**src/rtl/alu_operand_seq.sv**
```systemverilog
// Sequential operand loader and result capture around the board ALU.
// Optional macro ALU_SEQ_DEBOUNCE_EN adds a button debouncer of DEB_CYCLES.
module alu_operand_seq #(
    parameter int W          = 4,
    parameter int OPW        = 3,
    parameter int DEB_CYCLES = 250000
) (
    input  logic           clk,
    input  logic           rst_n,
    input  logic [W-1:0]   sw,
    input  logic           btn,
    input  logic           clr,
    input  logic [W-1:0]   alu_result,
    input  logic           alu_overflow,
    input  logic           alu_zero,
    input  logic           alu_carry,
    output logic [W-1:0]   op_a,
    output logic [W-1:0]   op_b,
    output logic [OPW-1:0] op_code,
    output logic [W-1:0]   res,
    output logic [2:0]     flags,
    output logic           res_valid,
    output logic [2:0]     state
);

    // state  | meaning
    // S_A    | waiting for step to load operand A
    // S_B    | waiting for step to load operand B
    // S_OP   | waiting for step to load opcode
    // S_EXEC | one cycle, ALU settled, capture on exit
    // S_SHOW | result on display, step restarts
    typedef enum logic [2:0] {
        S_A    = 3'd0,
        S_B    = 3'd1,
        S_OP   = 3'd2,
        S_EXEC = 3'd3,
        S_SHOW = 3'd4
    } state_t;

    logic btn_s1_q, btn_s2_q, btn_prev_q;
    logic btn_lvl;
    logic step;

`ifdef ALU_SEQ_DEBOUNCE_EN
    localparam int CW = (DEB_CYCLES > 1) ? $clog2(DEB_CYCLES) : 1;
    logic [CW-1:0] deb_cnt_q, deb_cnt_d;
    logic          deb_q, deb_d;

    // Down-counter reloads whenever the input agrees; flip on terminal count.
    always_comb begin
        deb_d     = deb_q;
        deb_cnt_d = deb_cnt_q;
        if (btn_s2_q == deb_q) begin
            deb_cnt_d = CW'(DEB_CYCLES - 1);
        end else if (deb_cnt_q == '0) begin
            deb_d     = btn_s2_q;
            deb_cnt_d = CW'(DEB_CYCLES - 1);
        end else begin
            deb_cnt_d = deb_cnt_q - CW'(1);
        end
    end

    always_ff @(posedge clk or negedge rst_n) begin
        if (!rst_n) begin
            deb_q     <= 1'b0;
            deb_cnt_q <= '0;
        end else begin
            deb_q     <= deb_d;
            deb_cnt_q <= deb_cnt_d;
        end
    end

    assign btn_lvl = deb_q;
`else
    assign btn_lvl = btn_s2_q;
`endif

    always_ff @(posedge clk or negedge rst_n) begin
        if (!rst_n) begin
            btn_s1_q   <= 1'b0;
            btn_s2_q   <= 1'b0;
            btn_prev_q <= 1'b0;
        end else begin
            btn_s1_q   <= btn;
            btn_s2_q   <= btn_s1_q;
            btn_prev_q <= btn_lvl;
        end
    end

    assign step = btn_lvl & ~btn_prev_q;

    state_t         state_q, state_d;
    logic [W-1:0]   op_a_q, op_a_d, op_b_q, op_b_d, res_q, res_d;
    logic [OPW-1:0] op_code_q, op_code_d;
    logic [2:0]     flags_q, flags_d;
    logic           res_valid_q, res_valid_d;

    always_comb begin
        state_d     = state_q;
        op_a_d      = op_a_q;
        op_b_d      = op_b_q;
        op_code_d   = op_code_q;
        res_d       = res_q;
        flags_d     = flags_q;
        res_valid_d = res_valid_q;
        if (clr) begin
            state_d     = S_A;
            op_a_d      = '0;
            op_b_d      = '0;
            op_code_d   = '0;
            res_d       = '0;
            flags_d     = '0;
            res_valid_d = 1'b0;
        end else begin
            case (state_q)
                S_A: if (step) begin
                    op_a_d  = sw;
                    state_d = S_B;
                end
                S_B: if (step) begin
                    op_b_d  = sw;
                    state_d = S_OP;
                end
                S_OP: if (step) begin
                    op_code_d = OPW'(sw);
                    state_d   = S_EXEC;
                end
                // Step is ignored here; the ALU output is already valid.
                S_EXEC: begin
                    res_d       = alu_result;
                    flags_d     = {alu_overflow, alu_zero, alu_carry};
                    res_valid_d = 1'b1;
                    state_d     = S_SHOW;
                end
                S_SHOW: if (step) begin
                    res_valid_d = 1'b0;
                    state_d     = S_A;
                end
                default: state_d = S_A;
            endcase
        end
    end

    always_ff @(posedge clk or negedge rst_n) begin
        if (!rst_n) begin
            state_q     <= S_A;
            op_a_q      <= '0;
            op_b_q      <= '0;
            op_code_q   <= '0;
            res_q       <= '0;
            flags_q     <= '0;
            res_valid_q <= 1'b0;
        end else begin
            state_q     <= state_d;
            op_a_q      <= op_a_d;
            op_b_q      <= op_b_d;
            op_code_q   <= op_code_d;
            res_q       <= res_d;
            flags_q     <= flags_d;
            res_valid_q <= res_valid_d;
        end
    end

    assign op_a      = op_a_q;
    assign op_b      = op_b_q;
    assign op_code   = op_code_q;
    assign res       = res_q;
    assign flags     = flags_q;
    assign res_valid = res_valid_q;
    assign state     = state_q;

endmodule

```
**config.mk**
```make
export PLATFORM = sky130hd
export DESIGN_NAME = alu_operand_seq
export DESIGN_NICKNAME = d
export VERILOG_FILES = /design/src/rtl/alu_operand_seq.sv
export SDC_FILE = /design/constraint.sdc
export NUM_CORES = 1
export LEC_CHECK = 0
export CORE_MARGIN = 2
export CORE_UTILIZATION = 44
export DETAILED_ROUTE_END_ITERATION = 8
export GPL_TIMING_DRIVEN = 0
export PLACE_DENSITY_LB_ADDON = 0.25
export SETUP_SLACK_MARGIN = 0.02
export SKIP_LAST_GASP = 1
export SYNTH_ARGS = -nofsm -noshare
export SYNTH_HDL_FRONTEND = slang
export SYNTH_SLANG_ARGS = --single-unit
```
**constraint.sdc**
```tcl
create_clock -name clk -period 1.6 [get_ports clk]
set_input_delay 0.16 -clock clk [delete_from_list [all_inputs] [get_ports clk]]
set_output_delay 0.16 -clock clk [all_outputs]
set_load 0.1 [all_outputs]
```
==> metrics <==
TritonCTS Buffers=3; worst slack, placed=-127.9 ps; Routed wire per std cell=12.50 µm; pin count of the biggest net entering global routing=26; Period minus WS final=1500 ps; crit-path max cell delay=580 ps; first-pass GRT wire length=3422 µm; worst relative slew slack=27.51%; EDFF count, synth=0; WP data required=1440 ps; placed cell area=0.001488 mm²; CP arrival=1340 ps; Max Fclk=666.6 MHz; via count=780; setup bufs post-CTS=0; launching point of the worst reg2reg path=state[2]; Layout Utilization=63.97%; syn nets=106; hold path depth=1; warnings from Yosys=0; detailed placement HPWL=1472 µm; max-cap viol count=0; Final Wtd Congestion=0.8575; Finished Cell Area=0.001541 mm²; number of port buffers=36; FF+latch area=629.4 µm²; Cell Pwr Density=733.3 mW/mm²; Rows=18; wl on met1=1004 µm; Num Clock Sinks=25; kind of end point of the critical path=primary output; Syn Inst Count=91; Commonest cells post-synth=dfrtp_1, mux2i_1, nand2b_1; grt total ovfl=0; initial antenna violation count=0; Total GRT Usage=16.53%; met3 wire len=77 µm; final hold violation count=0; Synth Register Bits=25; post-route ant nets=0; # nets final=147; Pleak=0.7293 nW; Tightest Pin Transition=1084 ps; Post-Syn Area per Cell=11.93 µm²; Vias/cell=4.845; RSZ-0062 raised after global routing=false; Reg2Reg Setup Slack=320 ps; top sig layer=met4; Synth top area share=57.60%; clk_lat worst skew=300 ps; Placeable Area=0.002410 mm²; clock-pin slew on the worst setup and hold paths=120 ps; Final Skew=6.071 ps; ratio of cells with drive above 1 in the final layout=25.19%; die height=53.68 µm; Post-Route WL=2012 µm; Area growth, synth to finish=41.94%; delay-heaviest family, CP=buffers and inverters; mapped cell area=0.001086 mm²; filler cell count=217; number of DRC markers in iteration 0=6; clk root buf=clkbuf_4; ys async rst share=100.0%; Tcrit/Tclk final=93.76%; Max clock buf depth=2; maximum VDD drop=0.0005414 V; area of the multi-input gates=425.4 µm²; met2 WL=914 µm; DR pass1 iterations=4; worst hold path class=in -> reg; DRC=0; DIE AREA=0.002882 mm²; Non-Filler Instances=161; Critical-path top delay cell=clkdlybuf4s15_2; WHS Endpoint=btn_s1_q; Top-Level Pins=37; fin. max-slew vios=0; Hold Startpoint=btn; Worst Slack Setup Final=99.87 ps; number of global-route vias before repair=774; outcome=completed; end of the worst register-to-register path=op_a[3]; CTS tree=yes; H-tree depth=1; ant diodes=0; Synth area leader=dfrtp_1; CP startpoint kind=register; Die W=53.68 µm; Netlist cell types=22; Setup CP Type=reg -> out; top post-synthesis cells by area=dfrtp_1, mux2i_1, nand2b_1; Initial Util=45.07%; Pwr Total=1.130 mW; CP Buf/Inv Count=1; register area share after synthesis=57.60%; Setup-failing EPs final=0; most common flop cell mapped by yosys=dfrtp_1; CP Max Fanout=8; crit path cell chain=clkdlybuf4s15_2; R2R depth=4; most common cell in the netlist=dfrtp_1; placed cells=157
[final cells by class]
type	count	share of cell area, %
Sequential cell	25	40.83
Multi-Input combinational cell	60	27.60
Timing Repair Buffer	36	25.16
Inverter	2	0.4870
Clock buffer	4	1.705
Tap cell	30	2.435
Buffer	4	1.786
[state kept, by name, summed over array words and instances, names as in the netlist]
signal	flops
state	3
res_valid	1
btn_s1_q	1
op_a	4
btn_lvl	1
op_b	4
op_code	3
flags	3
btn_prev_q	1
res	4
[layout by cell type (no fill, tap or decap), drive strengths merged]
cell / instances
nand2: 2
a21oi: 4
nand2b: 15
and2: 1
clkdlybuf4s50: 14
nand3b: 1
a31oi: 1
clkbuf: 5
nor3b: 2
nor2: 8
nor2b: 2
dfrtp: 25
mux2i: 18
inv: 2
or2b: 1
nand4bb: 1
buf: 3
nand3: 1
clkdlybuf4s15: 22
nor3: 3
[per-stage QoR]
stage / setup TNS, ps / hold WS (ps)
finish: 0 / 280.9
global route: 0 / 272.8
CTS: 0 / 269.2
detailed placement: -755.3 / 345.8
global placement: -629.6 / 332.2
floorplan: 0 / -135.6
[kinds of logic (layout without fill, tap and decap cells)]
family | count (synthesis) | count (layout) | share of synthesized area, %
buffers and inverters | 6 | 46 | 3.225
multiplexers | 18 | 18 | 16.59
AO/OA/AOI/OAI | 5 | 5 | 2.420
flip-flops | 25 | 25 | 57.60
AND/OR/NAND/NOR | 37 | 37 | 20.16
[timing repair]
action                                 CTS  global route
setup endpoints to repair               22             0
gates resized for setup                 66             0
hold buffers                             0             0
endpoints found under the hold margin    0             0
[how the worst max path moves through the flow]
stage,from,endpoint,slack (ps),cells after the start
after CTS,state[2],state[2],90,1
after detailed placement,state[2],state[2],-130,1
after global placement,state[2],state[2],-120,1
after global routing,state[2],state[2],50,1
after floorplan,state[2],op_a[0],170,4
final,state[2],state[2],100,1
[power by group]
part           switching [mW]  total [mW]  internal [mW]
clock                   0.172       0.269         0.0971
combinational           0.129       0.202         0.0725
sequential             0.0126       0.659          0.647
[layer usage]
layer  vias to the layer above  global-route usage (%)
li1                        390                       -
met1                       370                   23.57
met2                        18                   25.00
met3                         2                   3.333
met4                         0                   5.556
met5                         -                       0
(Power assumes the default switching activity.)
==> RTL edit 1, RTL diff (config.mk and constraints unchanged) <==
The parameter `W` goes from 4 to 6.
--- a/src/rtl/alu_operand_seq.sv
+++ b/src/rtl/alu_operand_seq.sv
@@ -3,3 +3,3 @@
 module alu_operand_seq #(
-    parameter int W          = 4,
+    parameter int W          = 6,
     parameter int OPW        = 3,
Ports: changed (5 resized); port bits go from 37 to 47. The function was not compared with the original's and may differ.
==> RTL edit 1 against the original RTL <==
Setup slack lost 0.0097 ns. Power grew 53%. Design area grew 32%. Hold slack lost 0.024 ns. Sequential cell count grew 6. Sequential share of layout area shrank 2.4 points. Wire length grew 47%. Area after synthesis grew 29%.
==> RTL edit 1: results (changes against the original RTL) <==
| Metric | Value |
|---|---|
| Status | complete, no violations |
| GRT Overall Usage | 18.7% (+2.2 points) |
| RR Startpoint | state[0] |
| Layout Nets | 184 (+25%) |
| PortBufs | 46 (+28%) |
| H-tree level count | 2 (+1) |
| Largest net degree at the start of global routing | 32 (+23%) |
| Peak VDD IR | 545 uV (+0.66%) |
| Pre-Repair DR Iteration Count | 3 (-1) |
| Initial antenna violation count | 0 (unchanged) |
| Slowest CP cell | clkdlybuf4s18_2 |
| Share of cells above drive strength 1 | 28.3% (+3.1 points) |
| Worst-path clk slew | 0.10 ns (-0.02 ns) |
| Synth area leaders | dfrtp_1 56%, mux2i_1 17%, nand2b_1 9.4%, nor2_1 2.7%, buf_6 1.6% |
| Num CTS Buffers | 5 (+2) |
| DP Worst Slack | -0.303 ns (-0.175 ns) |
| Placed cell count | 201 (+28%) |
| Worst Max-Slew Pin Slew | 0.672 ns (-0.412 ns) |
| Worst Clk Skew | 0.00554 ns (-0.000529 ns) |
| Sequential fraction of the synthesis area | 55.6% (-2.0 points) |
| Worst setup startpoint | state[1] |
| R2r setup slk | 0.30 ns (-0.02 ns) |
| FILL cells | 245 (+13%) |
| Post-Syn Nets | 130 (+23%) |
| Vias in the first global route | 1,107 (+43%) |
| Final wirelength | 2.97 mm (+47%) |
| Worst setup path end | state[1] |
| Per-cell routed wire length | 14.1 um (+13%) |
| Synth Area per Inst | 12.6 sq um (+5.4%) |
| GP Congestion | 0.775 (-9.7%) |
| Reg2reg path depth | 3 (-1) |
| Post-DP HPWL | 2.21 mm (+50%) |
| Post-CTS Resized | 84 (+27%) |
| Vias | 1,014 (+30%) |
| Tcrit/Tclk final | 94.4% (+0.60 points) |
| Max FO, Critical Path | 8 (unchanged) |
| Clk_lat worst skew | 0.33 ns (+0.03 ns) |
| First-pass GRT wire length | 4.89 mm (+43%) |
| Min-Delay Path Class | input pin to flip-flop |
| Iter 0 DRT Violations | 39 (+33) |
| Reg-to-Reg End | op_code[1] |
| Commonest cells in the synthesized netlist | 31 x dfrtp_1, 24 x mux2i_1, 21 x nand2b_1 |
| Placed cell area | 1920 sq um (+29%) |
| LEAKAGE | 0.000957 uW (+31%) |
| Biggest cell delay along the critical path | 0.56 ns (-0.02 ns) |
-- RTL edit 1: cell types whose count changed after synthesis, moves of 2 or more --
cell,change
mux2i_1,+6
nor2_1,+2
nand2b_1,+6
nor2b_1,-2
dfrtp_1,+6
-- RTL edit 1: how the worst min path moves through the flow --
stage                   from       end  slack (ns)  depth (start not counted)
finish                   btn  btn_s1_q        0.26                          1
global route             btn  btn_s1_q        0.25                          1
CTS                      btn  btn_s1_q        0.25                          1
detailed placement  btn_s1_q   btn_lvl        0.34                          0
global placement    btn_s1_q   btn_lvl        0.34                          0
floorplan              rst_n   btn_lvl       -0.14                          0
-- RTL edit 1: power by group --
| group | total, uW | internal (uW) | leakage, uW | switching (uW) |
|---|---|---|---|---|
| registers | 820 | 802 | 0.000418 | 18.4 |
| clock network | 641 | 369 | 0.0000482 | 272 |
| logic | 272 | 95.4 | 0.000491 | 177 |
-- RTL edit 1: cell type report --
type | instances | area, sq um | share of cell area (%)
multi-input cells | 74 | 574 | 28.3
clock inverters | 2 | 35.0 | 1.73
inverters | 2 | 7.51 | 0.370
repair buffers | 47 | 487 | 24.0
flip-flops and latches | 31 | 779 | 38.4
clock buffers | 6 | 51.3 | 2.53
plain buffers | 4 | 38.8 | 1.91
well taps | 44 | 55.1 | 2.71
-- RTL edit 1: kinds of logic (layout without fill, tap and decap cells) --
logic type      Yosys count  in the layout  synth area share, %
simple gates             45             45                 22.0
flops                    31             31                 55.6
mux                      24             24                 17.2
buf+inv                   6             61                 3.32
compound gates            5              5                 1.88
-- RTL edit 1: metal layers --
layer  wire (um)  global-route usage [%]
met5           0                       0
met4          74                    11.7
met3         147                    5.12
met2        1460                    29.0
met1        1290                    23.3
==> RTL edit 2, RTL diff (config.mk and constraints unchanged) <==
Made on the original files. Register the input `clr` before use, without a reset. The logic sees it one clock later. The other inputs are not delayed to match.
--- a/src/rtl/alu_operand_seq.sv
+++ b/src/rtl/alu_operand_seq.sv
@@ -38,2 +38,8 @@
     } state_t;
+
+    logic clr_q;
+
+    always_ff @(posedge clk) begin
+        clr_q <= clr;
+    end
 
@@ -105,3 +111,3 @@
         res_valid_d = res_valid_q;
-        if (clr) begin
+        if (clr_q) begin
             state_d     = S_A;
Check against the original RTL: not equivalent (a bounded check fails within 4 cycles, from zero or initial values and one cycle with rst_n low).
==> RTL edit 2 against the original RTL <==
Wire length rose by 2.7%. Setup slack worse by 0.0050 ns. Sequential cell count increased by 1. Cell count up 0.62%. Global-route usage fell by 0.60 points. Combinational power shrank 3%. Sequential power increased by 4.2%. Hold slack worse by 0.012 ns. Design area is 1.9% higher. Area after synthesis grew 1.8%. Power is 6.3% higher. Critical endpoint unchanged. Largest power group unchanged.
==> RTL edit 2: results (changes against the original RTL) <==
| Metric | Value |
|---|---|
| Status | complete, no violations |
| Post-DP HPWL | 1.50 mm (+1.9%) |
| Vias in the first global route | 740 (-4.4%) |
| Share of cells above drive strength 1 | 25.8% (+0.57 points) |
| Reg2reg path depth | 4 (unchanged) |
| H-tree level count | 1 (unchanged) |
| Initial antenna violation count | 0 (unchanged) |
| Smallest hold slack | 0.269 ns (-0.0119 ns) |
| Vias | 776 (-0.51%) |
| Final wirelength | 2.07 mm (+2.7%) |
| Antenna diodes | 0 (unchanged) |
| Placed cell area | 1510 sq um (+1.3%) |
| Commonest cells in the synthesized netlist | 25 x dfrtp_1, 18 x mux2i_1, 15 x nand2b_1 |
| FFs w/ async S/R, synth | 96.2% (-3.8 points) |
| Layout Nets | 148 (+0.68%) |
| GP Congestion | 0.681 (-21%) |
| Post-synthesis cell type count | 23 (+4.5%) |
| Worst Clk Skew | 0.00353 ns (-0.00254 ns) |
| Post-Syn Nets | 107 (+0.94%) |
| Clk_lat worst skew | just over 0.3 ns |
| Slowest CP cell | clkdlybuf4s15_2 |
| R2r setup slk | 0.31 ns |
| Num CTS Buffers | 3 (unchanged) |
| Normalized max-slew margin | 27.9% (+0.35 points) |
| Iter 0 DRT Violations | 3 (-3) |
| Max Root-Sink Buffers | 2 (unchanged) |
| Reg-to-Reg End | op_a[3] |
| Pre-Repair DR Iteration Count | 4 (unchanged) |
| Worst-path clk slew | about 0.13 ns |
| Synth area leaders | dfrtp_1 57%, mux2i_1 16%, nand2b_1 8.5%, nor2_1 2.7%, a21oi_1 1.8% |
| GRT Overall Usage | 15.9% (-0.60 points) |
| First-pass GRT wire length | 3.29 mm (-3.8%) |
| Sequential fraction of the synthesis area | 58.4% (+0.77 points) |
| Min-Delay Path Class | input pin to flip-flop |
| LEAKAGE | 0.000744 uW (+2.0%) |
| Peak VDD IR | 571 uV (+5.5%) |
RTL edit 2: cell count changes after synthesis:
cell | unedited run | this run
dfxtp_1 | 0 | 1
RTL edit 2: cell families after synthesis:
group / synth area share, %
flip-flops: 58.4
AND/OR/NAND/NOR: 19.8
multiplexers: 16.3
buffers and inverters: 3.17
AO/OA/AOI/OAI: 2.38
RTL edit 2: cell type report:
type	count	area, sq um
repair buffers	36	388
flip-flops and latches	26	649
multi-input cells	60	425
plain buffers	4	27.5
clock buffers	4	36.3
inverters	2	7.51
well taps	30	37.5
fillers	212	861
RTL edit 2: power by group:
| group | internal, uW | switching, uW |
|---|---|---|
| sequential | 673 | 14.3 |
| clock | 139 | 179 |
| combinational | 71.5 | 125 |
| total | 883 | 318 |
RTL edit 2: what timing repair did:
| action | 4_1_cts | 5_1_grt |
|---|---|---|
| gates resized for setup | 66 | 0 |
| buffers inserted | 0 | 0 |
| endpoints found under the setup margin | 22 | 0 |
RTL edit 2: through the flow:
step	instances	worst slack, ns	util [%]
after floorplan	92	0.167	-
after global placement	158	-0.119	62.0
after detailed placement	158	-0.131	62.0
after CTS	162	0.0751	64.6
after global routing	162	0.0230	64.6
final	162	0.0949	64.6
RTL edit 2: worst min path at each step:
stage | from | end | cells past startpoint
after CTS | btn | btn_s1_q | 1
after floorplan | rst_n | btn_lvl | 0
after global routing | btn | btn_s1_q | 1
after detailed placement | btn_s1_q | btn_lvl | 0
after global placement | btn_s1_q | btn_lvl | 0
final | btn | btn_s1_q | 1
RTL edit 2: per-layer routing:
layer	GRT usage (%)	part of all wire [%]	vias to the layer above	routed length, um
li1	-	-	389	-
met1	20.8	46	372	945
met2	25.7	51	13	1050
met3	2.50	2.9	2	59
met4	7.50	0.48	0	10
met5	0	0	-	0
